File: config.mk
export PLATFORM = sky130hd
export DESIGN_NAME = div_result_bcd
export DESIGN_NICKNAME = d
export VERILOG_FILES = /design/src/rtl/div_result_bcd.sv
export SDC_FILE = /design/constraint.sdc
export NUM_CORES = 1
export LEC_CHECK = 0
export BUFFER_PORTS_ARGS = -buffer_cell sky130_fd_sc_hd__clkbuf_2
export CORE_MARGIN = 4
export CORE_UTILIZATION = 57
export CTS_CLUSTER_SIZE = 24
export DETAILED_ROUTE_END_ITERATION = 8
export PLACE_DENSITY_LB_ADDON = 0.3
export SLEW_MARGIN = 15
export SYNTH_ARGS = -nofsm -noshare
export SYNTH_HDL_FRONTEND = slang
export SYNTH_SLANG_ARGS = --single-unit
File: constraint.sdc
create_clock -name clk -period 3.92 [get_ports clk]
set_input_delay 0.784 -clock clk [delete_from_list [all_inputs] [get_ports clk]]
set_output_delay 0.784 -clock clk [all_outputs]
set_load 0.05 [all_outputs]
File: src/rtl/div_result_bcd.sv
// Converts the divider's quotient and remainder to packed BCD with two parallel
// shift-add-3 engines, one bit per clock. Define BCD_BLANK_EN for leading-zero masks.
module div_result_bcd #(
   parameter int WIDTH  = 7,
   parameter int DIGITS = 3
) (
   input  logic                clk,
   input  logic                rst,
   input  logic                done,
   input  logic [WIDTH-1:0]    Q,
   input  logic [WIDTH-1:0]    R,
   output logic [4*DIGITS-1:0] q_bcd,
   output logic [4*DIGITS-1:0] r_bcd,
   output logic                bcd_valid,
`ifdef BCD_BLANK_EN
   output logic [DIGITS-1:0]   q_blank,
   output logic [DIGITS-1:0]   r_blank,
`endif
   output logic                busy
);

   localparam int BW = 4 * DIGITS;
   localparam int CW = (WIDTH > 1) ? $clog2(WIDTH) : 1;
   localparam logic [CW-1:0] CNT_LAST = CW'(WIDTH - 1);

   if (10 ** DIGITS <= 2 ** WIDTH - 1) begin : g_digits_too_few
      $error("div_result_bcd: DIGITS too small to hold 2**WIDTH-1");
   end

   typedef enum logic [1:0] {
      ST_IDLE,
      ST_SHIFT,
      ST_UPDATE
   } state_t;

   // Adjust every nibble >= 5 by +3 (no inter-nibble carry), then shift one binary bit in.
   function automatic logic [BW-1:0] dabble_step(input logic [BW-1:0] scr, input logic bit_in);
      logic [BW-1:0] adj;
      adj = scr;
      for (int i = 0; i < DIGITS; i++) begin
         if (scr[4*i +: 4] >= 4'd5) adj[4*i +: 4] = scr[4*i +: 4] + 4'd3;
      end
      return {adj[BW-2:0], bit_in};
   endfunction

`ifdef BCD_BLANK_EN
   function automatic logic [DIGITS-1:0] leading_zero_mask(input logic [BW-1:0] bcd);
      logic [DIGITS-1:0] m;
      logic              all_zero;
      m        = '0;
      all_zero = 1'b1;
      for (int i = DIGITS - 1; i >= 0; i--) begin
         all_zero = all_zero & (bcd[4*i +: 4] == 4'd0);
         m[i]     = all_zero;
      end
      m[0] = 1'b0;
      return m;
   endfunction
`endif

   state_t            state_q, state_d;
   logic              done_d_q;
   logic [CW-1:0]     cnt_q, cnt_d;
   logic [WIDTH-1:0]  q_bin_q, q_bin_d, r_bin_q, r_bin_d;
   logic [BW-1:0]     q_scr_q, q_scr_d, r_scr_q, r_scr_d;
   logic [BW-1:0]     q_bcd_q, q_bcd_d, r_bcd_q, r_bcd_d;
   logic              bcd_valid_q, bcd_valid_d;
   logic              start;
`ifdef BCD_BLANK_EN
   logic [DIGITS-1:0] q_blank_q, q_blank_d, r_blank_q, r_blank_d;
`endif

   assign start = done & ~done_d_q;

   always_comb begin
      state_d     = state_q;
      cnt_d       = cnt_q;
      q_bin_d     = q_bin_q;
      r_bin_d     = r_bin_q;
      q_scr_d     = q_scr_q;
      r_scr_d     = r_scr_q;
      q_bcd_d     = q_bcd_q;
      r_bcd_d     = r_bcd_q;
      bcd_valid_d = 1'b0;
`ifdef BCD_BLANK_EN
      q_blank_d   = q_blank_q;
      r_blank_d   = r_blank_q;
`endif
      case (state_q)
         ST_IDLE: begin
            // Edges of done arriving in SHIFT/UPDATE are dropped, never queued.
            if (start) begin
               q_bin_d = Q;
               r_bin_d = R;
               q_scr_d = '0;
               r_scr_d = '0;
               cnt_d   = '0;
               state_d = ST_SHIFT;
            end
         end
         ST_SHIFT: begin
            q_scr_d = dabble_step(q_scr_q, q_bin_q[WIDTH-1]);
            r_scr_d = dabble_step(r_scr_q, r_bin_q[WIDTH-1]);
            q_bin_d = {q_bin_q[WIDTH-2:0], 1'b0};
            r_bin_d = {r_bin_q[WIDTH-2:0], 1'b0};
            cnt_d   = cnt_q + CW'(1);
            if (cnt_q == CNT_LAST) state_d = ST_UPDATE;
         end
         ST_UPDATE: begin
            q_bcd_d     = q_scr_q;
            r_bcd_d     = r_scr_q;
            bcd_valid_d = 1'b1;
`ifdef BCD_BLANK_EN
            q_blank_d   = leading_zero_mask(q_scr_q);
            r_blank_d   = leading_zero_mask(r_scr_q);
`endif
            state_d     = ST_IDLE;
         end
         default: state_d = ST_IDLE;
      endcase
   end

   // Control and visible outputs: cleared by reset, so an aborted conversion never strobes.
   always_ff @(posedge clk) begin
      if (!rst) begin
         state_q     <= ST_IDLE;
         done_d_q    <= 1'b0;
         cnt_q       <= '0;
         q_bcd_q     <= '0;
         r_bcd_q     <= '0;
         bcd_valid_q <= 1'b0;
`ifdef BCD_BLANK_EN
         q_blank_q   <= '0;
         r_blank_q   <= '0;
`endif
      end else begin
         state_q     <= state_d;
         done_d_q    <= done;
         cnt_q       <= cnt_d;
         q_bcd_q     <= q_bcd_d;
         r_bcd_q     <= r_bcd_d;
         bcd_valid_q <= bcd_valid_d;
`ifdef BCD_BLANK_EN
         q_blank_q   <= q_blank_d;
         r_blank_q   <= r_blank_d;
`endif
      end
   end

   // Working datapath: always reloaded in IDLE before use, so it carries no reset.
   always_ff @(posedge clk) begin
      q_bin_q <= q_bin_d;
      r_bin_q <= r_bin_d;
      q_scr_q <= q_scr_d;
      r_scr_q <= r_scr_d;
   end

   assign q_bcd     = q_bcd_q;
   assign r_bcd     = r_bcd_q;
   assign bcd_valid = bcd_valid_q;
   assign busy      = (state_q != ST_IDLE);
`ifdef BCD_BLANK_EN
   assign q_blank   = q_blank_q;
   assign r_blank   = r_blank_q;
`endif

endmodule

# Yosys cells after proc, flatten, opt, wreduce, memory -nomap -nowiden
# Cells that the tools add are included.
# op_classes
muxes	19
order_cmp	6
n_addsub	7
n_bitwise	2
eq_ne	5
n_reduce_logical	5
# op_table
op	n
12-bit one-hot mux with 2 select lines	2
7-bit one-hot mux with 2 select lines	2
4-bit by 3-bit greater-or-equal comparator with 1-bit output, second input constant	6
4-bit by 2-bit adder with 4-bit output, second input constant	4
4-bit two-way mux	4
7-bit two-way mux	2
12-bit two-way mux	1
3-bit two-way mux	3
3-bit by 2-bit adder with 3-bit output, second input constant	2
3-bit one-hot mux with 2 select lines	1
2-bit two-way mux	2
2-bit inequality test, second input constant	2
2-bit one-hot mux with 2 select lines	1
2-bit AND reduction	2
2-bit nonzero test	2
3-bit by 1-bit adder with 3-bit output, second input constant	1
3-bit == test, second input constant	1
2-bit by 1-bit == test with 1-bit output, second input constant	1
2-bit == test, second input constant	1
2-bit logical NOT	1
1-bit bitwise AND	1
1-bit two-way mux	1
1-bit NOT	1
# totals
in_bits	17
word_cells	54
ff_bits	69
output_inout_bits	26

# Longest topological paths before layout
# Gate-level depths: netlist of the first run.
# depth
word_depth	4
ltp_mapped	5
mapped_depth_nobuf	5

# Least setup slack after synthesis of the first run
# No wires, ideal clock.
# synth_timing
kind	input to register
start	input done
end	register q_bin_q[0] (enable)
required_ns	3.470
arrival_ns	2.838
path_buffers	0
cell_stages	2
path_slack_ns	0.632
setup_ns	0.450
cell_sequence	nand2b_1 a21oi_1
# synth_via
elab_chain_cells	3
# synth_lines
item	line	rtl
from (decl)	9	input logic done,
1-bit bitwise AND	73	assign start = done & ~done_d_q;
2-bit inequality test (no line)	-	
2-bit AND reduction (no line)	-	
to (signal assigned)	152	q_bin_q <= q_bin_d;
to (decl)	64	logic [WIDTH-1:0] q_bin_q, q_bin_d, r_bin_q, r_bin_d;
# No other way between the ends.
# A chain may end at the register's enable or synchronous reset.

# Worst setup path after layout of the first run
# layout_timing
start	register state_q[1]
end	register r_scr_q[2] (data pin)
# layout_via
elab_chain_cells	2
word_cells_on_any_way	3
cone_classes	1 x eq/ne; 1 x mux; 1 x reduce/logical
# layout_lines
item	line	rtl
from (decl)	61	state_t state_q, state_d;
from (signal assigned)	137	state_q <= state_d;
2-bit by 1-bit == test with 1-bit output or 2-bit logical NOT (tied branches)	89	case (state_q)
12-bit one-hot mux with 2 select lines (*)	89	
to (signal assigned)	155	r_scr_q <= r_scr_d;
to (decl)	65	logic [BW-1:0] q_scr_q, q_scr_d, r_scr_q, r_scr_d;
# Every way passes the cells marked *; elsewhere a longest branch is shown, timed or not.

==> results of run 1 <==
[final timing paths]
kind | start | end | slack (ns) | cells past startpoint
hold reg to reg | q_bcd[6] | q_bcd[6] | 0.45 | 2
setup / recovery | state_q[1] | r_scr_q[2] | 1.70 | 4
setup reg to reg | state_q[1] | r_scr_q[2] | 1.70 | 4
hold / removal | q_bcd[6] | q_bcd[6] | 0.45 | 2
[worst min-delay path, cell delays in order (launching register included)]
cell	delay (ns)
dfxtp_1	0.31
nand2_1	0.05
a21oi_1	0.05
[cell families (layout without fill, tap and decap cells)]
family / count (synthesis) / after routing / synth area share, %
AO/OA/AOI/OAI: 49 / 49 / 8.429
buffers and inverters: 30 / 76 / 5.500
AND/OR/NAND/NOR: 154 / 154 / 20.38
adder cells (fa/ha/maj): 14 / 14 / 5.540
multiplexers: 10 / 10 / 3.324
flip-flops: 69 / 69 / 55.72
XOR/XNOR: 4 / 4 / 1.108
[layout make-up]
class | instances | share of cell area (%)
clock buffer | 12 | 4.334
clock inverter | 4 | 1.293
inverter | 15 | 1.573
multi-input combinational | 231 | 34.64
sequential | 69 | 49.21
tap | 70 | 2.447
timing repair buffer | 45 | 6.501
[placed cells by master, fill, tap and decap left out, types with 2 or more instances in the layout]
cell type  Yosys  final
nand3_1        3      3
dfxtp_1       31     31
clkinv_1       1      2
a21o_1         2      2
nand2b_1       9      9
inv_1         14     14
a21oi_1       36     35
nor3_1         4      4
o21ai_0        4      4
ha_1          14     14
clkbuf_2       0     42
a211oi_1       4      4
clkbuf_8       0     11
xor2_1         4      4
buf_4          4      3
edfxtp_1      38     38
nand2_1      111    111
and2_1         5      5
mux2_2         4      4
nor2_1        16     16
mux2i_1        6      6
[power groups by stage]
stage	combinational, mW	clock (mW)	sequential (mW)
CTS	0.172	0.594	0.859
detailed placement	0.170	0	0.875
floorplan	0.136	0	0.866
finish	0.171	0.589	0.859
global route	0.197	0.628	0.865
global placement	0.161	0	0.872
[state kept, by name, indices dropped and copies added (netlist names)]
name	count
bcd_valid	1
cnt_q	3
done_d_q	1
q_bcd	12
q_bin_q	7
q_scr_q	12
r_bcd	12
r_bin_q	7
r_scr_q	12
state_q	2
[routing by layer]
metal	GRT usage (%)	up-vias
met5	0	-
met4	8.970	0
met3	3.905	11
met2	32.05	59
met1	22.61	1031
li1	-	1181
[per-stage QoR]
stage | area [µm²] | utilization, % | hold WS (ns)
4_1_cts | 3580 | 68.35 | 0.4565
5_1_grt | 3580 | 68.35 | 0.4773
2_1_floorplan | 3162 | - | 0.4636
3_5_place_dp | 3378 | 64.50 | 0.4463
3_3_place_gp | 3378 | 64.50 | 0.4422
6_report | 3580 | 68.35 | 0.4525
==> metrics, run 1 <==
status=completed; fmax=0.4495 GHz; CP required=4.01 ns; crit share post-route=56.75%; total die area=0.006803 mm²; n_diodes=0; VDD IR-drop max=0.2682 mV; crit path launch type=flop; top cell type by total area after synthesis=edfxtp_1; Seq/Total Area, Yosys=55.72%; Synth cell types=31; fraction of layout cells with a size suffix above 1=17.82%; highest routed metal layer=met4; slew of the pin with the lowest slew margin=1.012 ns; Post-CTS Hold Buffers=0; Synth Register Bits=69; Crit path max-delay family=simple AND/OR/NAND/NOR gates; Post-CTS Setup Inserts=0; number of H-tree levels=3; Tot GR Track Use=18.81%; post-DP HPWL=3.776 mm; routed vias/inst=5.117; PD cells=452.2 mW/mm²; gp weighted congestion=0.8068; CP max stage cell=nand2b_1; Syn Inst Count=330; largest net degree at the start of global routing=28; sw frac=24.89%; core area=0.005238 mm²; TritonRoute pass-1 iters=4; Total Wirelength=5.631 mm; final non-filler cell total=446; met3 WL post-DR=277 µm; Net Count, Synth=361; Die X=82.48 µm; post_cts resized=0; Multi-input gate area=0.001240 mm²; min-delay worst type=reg2reg; Yosys top cell area share=36.09%; syn avg cell area=9.581 µm²; max-cap violations=0; TritonCTS clock tree=done; I/O pin count=43; Comb pwr share=10.5%; Setup CP Type=reg2reg; async set or reset register ratio after synthesis=0%; most frequent cell after synthesis=nand2_1; fillers=441; GR Overflow Total=0; vias in the first global route=2136; clock power share=36.4%; Initial Utilization=60.37%; final net count=402; storage element area=0.001762 mm²; clock latency at the later pin of the worst-skew pair=0.34 ns; Placed Cells=430; row cnt=26; Worst Clk Skew=0.003155 ns; pins over their slew limit=0; Final setup viols=0; Syn. warnings=0; Critical Path AT=2.32 ns; met2 routed WL=2.732 mm; Mapped Area=0.003162 mm²; clk sink count=69; worst rel slew slack=32.56%; DIE HEIGHT=82.48 µm; CTS root buffer=clkbuf_8; Inserted Clock Buffers=9; sequential power share=53.1%; number of port buffers=42; WL/cell=12.63 µm; RSZ-0062 raised after global routing=no; CTS Buffer Depth=2; EDFF count, synth=38; Top FF cell, synth=edfxtp_1; Routed met1 length=2.513 mm; largest cells by area after synthesis=edfxtp_1 36%, dfxtp_1 20%, nand2_1 13%, a21oi_1 5.7%, ha_1 5.5%; Commonest cells post-synth=111 x nand2_1, 38 x edfxtp_1, 36 x a21oi_1; Lkg Pwr=1.490 nW; final worst slack=1.695 ns; pre-CTS setup slack=1.504 ns; total power=1.619 mW; crit-path max cell delay=0.83 ns; Remaining DRCs=0; Worst Path Buf+Inv=1; crit-path cells=nand2b_1 > buf_4 > nor2_1 > mux2_2; first-pass GRT wire length=9.522 mm; Fin. Hold Viols=0; Pint=1.216 mW; Vias=2282; clk slew on worst S/H paths=0.07 ns; DRT iter0 DRCs=125; Critical Path End Type=flop; setup TNS=0 ns; sw power=0.4030 mW; initial antenna violation count=0; post-route ant nets=0; Tmin final=2.225 ns; area grow syn2layout=13.22%; crit-path max FO=27
No activity file was read; power rests on OpenSTA's default activity.
==> inputs of run 2 (changes only) <==
ABC_AREA = 1   (was not set)
clock period = 2.3 ns   (was 3.92 ns; I/O delays follow)
==> run 2 against run 1 <==
- critical path depth shrank 1
- power grew 68%
- via count grew 14%
- first-iteration DRC count grew 40%
- register-to-register slack lost 0.89 ns
- worst setup slack lost 1.0 ns
- synthesized cell count grew 21%
- clock skew grew 0.0052 ns
- combinational power grew 130%
- core utilization shrank 1.5 points
- wire length grew 11%
- critical endpoint is now busy
==> metrics, run 2 <==
setup TNS=0 ns (unchanged); Post-CTS Hold Buffers=0 (unchanged); Total Wirelength=6.235 mm (+11%); GR Overflow Total=0 (unchanged); total power=2.711 mW (+68%); final net count=477 (+19%); flop2flop setup slack=0.81 ns (-0.89 ns); Initial Utilization=59.46% (-0.91 points); VDD IR-drop max=0.4128 mV (+54%); Critical Path AT=1.15 ns (-1.17 ns); M3 GR Usage=4.612% (+0.71 points); GR peak layer=met2; most frequent cell after synthesis=nand2_1; global-route track usage on met2=31.85% (-0.20 points); Commonest cells post-synth=93 x nand2_1, 92 x nor2_1, 48 x inv_1; Synth Register Bits=69 (unchanged); Net Count, Synth=430 (+19%); DIE HEIGHT=84.26 µm (+2.2%); Setup CP Type=reg2out; Placed Cells=507 (+18%); crit-path cells=nor2_1 > inv_1 > clkbuf_2; PD cells=727.6 mW/mm² (+61%); crit share post-route=70.01%; sequential power share=54.4% (+1.3 points); EDFF count, synth=38 (unchanged); fmax=0.6211 GHz; CP required=1.84 ns (-2.17 ns); min-delay worst type=in2reg; sw power=0.7438 mW (+85%); Worst Clk Skew=0.008398 ns (+0.005244 ns); crit path launch type=flop; CP max stage cell=dfxtp_1; RSZ-0062 raised after global routing=no; n_diodes=0 (unchanged); Synth cell types=23 (-26%); most frequent cells in the layout=93 x nand2_1, 92 x nor2_1, 48 x inv_1; Mapped Area=0.003314 mm² (+4.8%); worst rel slew slack=63.78% (+31 points); Lkg Pwr=1.837 nW (+23%); Vias=2606 (+14%); Syn Inst Count=399 (+21%); commonest non-fill, non-tap cell in the layout=nand2_1; Final setup viols=0 (unchanged); slew of the pin with the lowest slew margin=0.5433 ns (-0.4683 ns); TritonCTS clock tree=done; Tmin final=1.610 ns; CTS Buffer Depth=2 (unchanged); Worst R2R Path Depth=6 (+2); post-route ant nets=0 (unchanged); Post-DP Area=0.003563 mm² (+5.5%); clk slew on worst S/H paths=0.07 ns (about the same); async set or reset register ratio after synthesis=0% (unchanged); Pint=1.967 mW (+62%); Syn. warnings=0 (unchanged); Post-CTS Setup Inserts=0 (unchanged); fraction of layout cells with a size suffix above 1=15.96% (-1.9 points); crit-path max cell delay=0.41 ns (-0.42 ns); TritonRoute pass-1 iters=4 (unchanged); vias in the first global route=2549 (+19%); Fin. Hold Viols=0 (unchanged); CTS root buffer=clkbuf_8; max-cap violations=0 (unchanged); number of port buffers=42 (unchanged); DRT iter0 DRCs=175 (+40%); WL/cell=11.92 µm (-5.6%); sw frac=27.44% (+2.5 points); number of H-tree levels=3 (unchanged); total die area=0.007099 mm² (+4.4%); syn avg cell area=8.307 µm² (-13%); post_cts resized=0 (unchanged); Critical Path End Type=output port; row cnt=27 (+3.8%); Hold Path Stages=3 (+1); status=completed; clock latency at the later pin of the worst-skew pair=0.34 ns (about the same); routed vias/inst=4.983 (-2.6%); Die X=84.26 µm (+2.2%); M1 GR Usage=22.82% (+0.20 points); post-DP HPWL=4.295 mm (+14%); core area=0.005574 mm² (+6.4%); largest cells by area after synthesis=edfxtp_1 34%, dfxtp_1 19%, nand2_1 11%, nor2_1 10%, inv_1 5.4%; clock power share=31.0% (-5.4 points); final non-filler cell total=523 (+17%); crit-path max FO=3 (-89%); Yosys top cell area share=34.43% (-1.7 points); I/O pin count=43 (unchanged); Remaining DRCs=0 (unchanged); top cell type by total area after synthesis=edfxtp_1; Top FF cell, synth=edfxtp_1; Final Instance Area=0.003726 mm² (+4.1%); clk sink count=69 (unchanged); Comb pwr share=14.6% (+4.1 points); pins over their slew limit=0 (unchanged); Tot GR Track Use=18.84% (+0.030 points); initial antenna violation count=0 (unchanged); Seq/Total Area, Yosys=53.15% (-2.6 points); first-pass GRT wire length=10.74 mm (+13%); gp weighted congestion=0.8904 (+10%); area grow syn2layout=12.42%; largest net degree at the start of global routing=31 (+11%); Inserted Clock Buffers=9 (unchanged)
## run 2: cell types whose count changed in the layout (fill, tap and decap cells not counted), moves of 9 or more
| cell | change |
|---|---|
| nand2_1 | -18 |
| inv_1 | +34 |
| nand4_1 | +12 |
| o21ai_0 | +17 |
| a21oi_1 | -27 |
| nor2_1 | +76 |
| nand2b_1 | -9 |
## run 2: logic make-up (layout without fill, tap and decap cells)
family	Yosys count	in the layout	synth area share, %
buffers and inverters	62	114	8.645
adder cells (fa/ha/maj)	14	14	5.285
AO/OA/AOI/OAI	38	38	6.191
AND/OR/NAND/NOR	216	216	26.73
flip-flops	69	69	53.15
## run 2: final timing paths
check | startpoint | to
worst max-delay path | state_q[1] | busy
worst min register to register | cnt_q[0] | cnt_q[0]
worst max register to register | r_scr_q[0] | r_scr_q[1]
worst min-delay path | done | done_d_q
## run 2: through the flow
step                hold WS (ns)  utilization [%]  setup WS [ns]
floorplan                 0.4348                -         0.4118
global placement          0.4455            63.93         0.8374
detailed placement        0.4538            63.93         0.7931
CTS                       0.3015            66.85         0.6684
global route              0.3417            66.85         0.6267
finish                    0.3170            66.85         0.6898
## run 2: per-layer routing
| metal | up-vias | wire (µm) |
|---|---|---|
| li1 | 1366 | - |
| met1 | 1166 | 2839 |
| met2 | 62 | 2974 |
| met3 | 12 | 294 |
| met4 | 0 | 126 |
| met5 | - | 0 |
## run 2: cell type report
class | instances | area, µm²
Clock inverter | 2 | 10.01
Multi-Input combinational cell | 268 | 1266
Clock buffer | 14 | 152.6
Sequential cell | 69 | 1762
Timing Repair Buffer | 48 | 255.2
Tap cell | 72 | 90.09
Inverter | 50 | 190.2
Fill cell | 475 | 1848
## run 2: worst max-delay path: cells and delay by family (launching register included)
family,cells,cell delay [ns]
flops,1,0.41
buf+inv,2,0.31
simple gates,1,0.09
## run 2: power by group through the flow
stage,registers (mW),logic [mW],clock network (mW)
global route,1.49,0.461,0.917
detailed placement,1.50,0.396,0
CTS,1.48,0.400,0.858
finish,1.48,0.396,0.840
global placement,1.50,0.378,0
floorplan,1.49,0.310,0
==> inputs of run 3 (changes only) <==
ABC_AREA = 0   (was 1)
clock period = 1.5 ns   (was 2.3 ns; I/O delays follow)
==> run 3 against run 2 <==
- wire length is 4.6% higher
- power rose by 78%
- worst setup slack worse by 0.71 ns
- via count is 6.0% lower
- global-route usage rose by 1.7 points
- die area down 4.2%
- largest cell class unchanged
- register-to-register slack got worse by 0.83 ns
- the flow now finishes with violations (setup timing)
- sequential power rose by 53%
- cell area increased by 9.7%
==> metrics, run 3 (synthesis results as in run 1) <==
max-cap violations=0 (unchanged); flop2flop setup slack=-0.02 ns (-0.83 ns); Vias=2450 (-6.0%); fmax=0.6570 GHz; Inserted Clock Buffers=9 (unchanged); CTS Buffer Depth=2 (unchanged); DIE HEIGHT=82.48 µm (-2.1%); CP startpoint=q_scr_q[0]; number of H-tree levels=3 (unchanged); clk slew on worst S/H paths=0.07 ns (about the same); gp weighted congestion=0.7902 (-11%); clock latency at the later pin of the worst-skew pair=0.34 ns (about the same); CP required=1.59 ns (-0.25 ns); Remaining DRCs=0 (unchanged); Tot GR Track Use=20.49% (+1.7 points); worst rel slew slack=80.93% (+17 points); Post-DP Area=0.003627 mm² (+1.8%); PD cells=1179 mW/mm² (+62%); final non-filler cell total=471 (-9.9%); Tmin final=1.522 ns; VDD IR-drop max=0.7421 mV (+80%); Worst R2R Path Depth=4 (-2); I/O pin count=43 (unchanged); crit path launch type=flop; largest net degree at the start of global routing=42 (+35%); Critical Path End Type=flop; Final setup viols=3 (+3); row cnt=26 (-3.7%); status=finished with violations; Post-CTS Hold Buffers=0 (unchanged); first-pass GRT wire length=10.45 mm (-2.8%); min-delay worst type=in2reg; Fin. Hold Viols=0 (unchanged); r2r endpoint=q_scr_q[2]; TritonRoute pass-1 iters=4 (unchanged); Total Wirelength=6.524 mm (+4.6%); setup TNS=-0.03872 ns (-0.03872 ns); total die area=0.006803 mm² (-4.2%); number of port buffers=42 (unchanged); WL/cell=13.85 µm (+16%); RSZ-0062 raised after global routing=yes; CTS root buffer=clkbuf_8; crit-path max FO=4 (+1); post-DP HPWL=4.048 mm (-5.7%); core area=0.005238 mm² (-6.0%); most frequent cells in the layout=111 x nand2_1, 41 x clkbuf_2, 38 x edfxtp_1; pins over their slew limit=0 (unchanged); DRT iter0 DRCs=172 (-1.7%); fraction of layout cells with a size suffix above 1=31.67% (+16 points); commonest non-fill, non-tap cell in the layout=nand2_1; Die X=82.48 µm (-2.1%); crit share post-route=101.5%; Final Instance Area=0.004086 mm² (+9.7%); Initial Utilization=60.37% (+0.91 points); final worst slack=-0.02209 ns (-0.7119 ns); clk sink count=69 (unchanged); slew of the pin with the lowest slew margin=0.2873 ns (-0.2561 ns); final core utilization=78.02% (+11 points); Worst Clk Skew=0.004650 ns (-0.003749 ns); Critical Path AT=1.62 ns (+0.47 ns); GR Overflow Total=0 (unchanged); n_diodes=0 (unchanged); TritonCTS clock tree=done; post-route ant nets=0 (unchanged); worst reg2reg path startpoint=q_scr_q[0]; routed vias/inst=5.202 (+4.4%); failing checks=setup timing; Placed Cells=445 (-12%); Lkg Pwr=1.688 nW (-8.1%); area grow syn2layout=29.24%; final net count=427 (-10%); Setup crit end=q_scr_q[2]; vias in the first global route=2329 (-8.6%); Setup CP Type=reg2reg; initial antenna violation count=0 (unchanged)
-- run 3: changes by cell type in the layout (fill, tap and decap cells not counted), sizes merged, moves of 5 or more --
cell	change
nor2	-82
inv	-36
a21oi	+28
o21ai	-26
buf	+22
nand2	+18
nand4	-12
nand2b	+9
mux2i	+6
and2	+5
-- run 3: worst min-delay path by stage --
stage,startpoint,endpoint,slack (ns),cells after the start
after global placement,r_bcd[7],r_bcd[7],0.44,2
after global routing,R[6],r_bin_q[6],0.22,3
after detailed placement,r_bcd[6],r_bcd[6],0.45,2
final,done,done_d_q,0.22,2
after CTS,Q[2],q_bin_q[2],0.21,3
after floorplan,done,done_d_q,0.42,1
-- run 3: power by group --
part / internal [mW] / total [mW] / leakage, nW / switching [mW]
logic: 0.364 / 0.726 / 0.927 / 0.361
registers: 2.15 / 2.26 / 0.641 / 0.113
clock network: 1.15 / 1.83 / 0.121 / 0.682
total: 3.66 / 4.82 / 1.69 / 1.16
-- run 3: routing by layer --
layer | wire, µm | GRT usage, %
met1 | 2801 | 25.79
met2 | 3299 | 33.89
met3 | 351 | 4.555
met4 | 71 | 8.638
met5 | 0 | 0
-- run 3: metrics by stage --
step / hold slack (ns) / power [mW] / worst slack, ns
after floorplan: 0.4217 / 2.647 / -0.03229
final: 0.2245 / 4.818 / -0.02209
after global routing: 0.2166 / 5.025 / -0.1231
after global placement: 0.4411 / 2.814 / 0.03089
after detailed placement: 0.4469 / 2.853 / -0.03922
after CTS: 0.2113 / 4.691 / -0.02258
-- run 3: timing repair --
| item | CTS | global route |
|---|---|---|
| pin swaps | 1 | 8 |
| setup endpoints to repair | 5 | 11 |
| gates resized for setup | 8 | 24 |
| buffers inserted | 3 | 8 |
-- run 3: area by class of cell --
class	instances	area, µm²
Sequential cell	69	1769
Clock buffer	12	145.1
Timing Repair Buffer	70	504.2
Inverter	15	56.30
Clock inverter	4	95.09
Fill cell	340	1151
Multi-Input combinational cell	231	1429
Tap cell	70	87.58
-- run 3: critical path, cell delays in order, from the launching register on --
cell and delay (ns):
edfxtp_1 0.46, ha_2 0.21, nand2b_4 0.14, a21oi_4 0.16
mux2_4 0.31
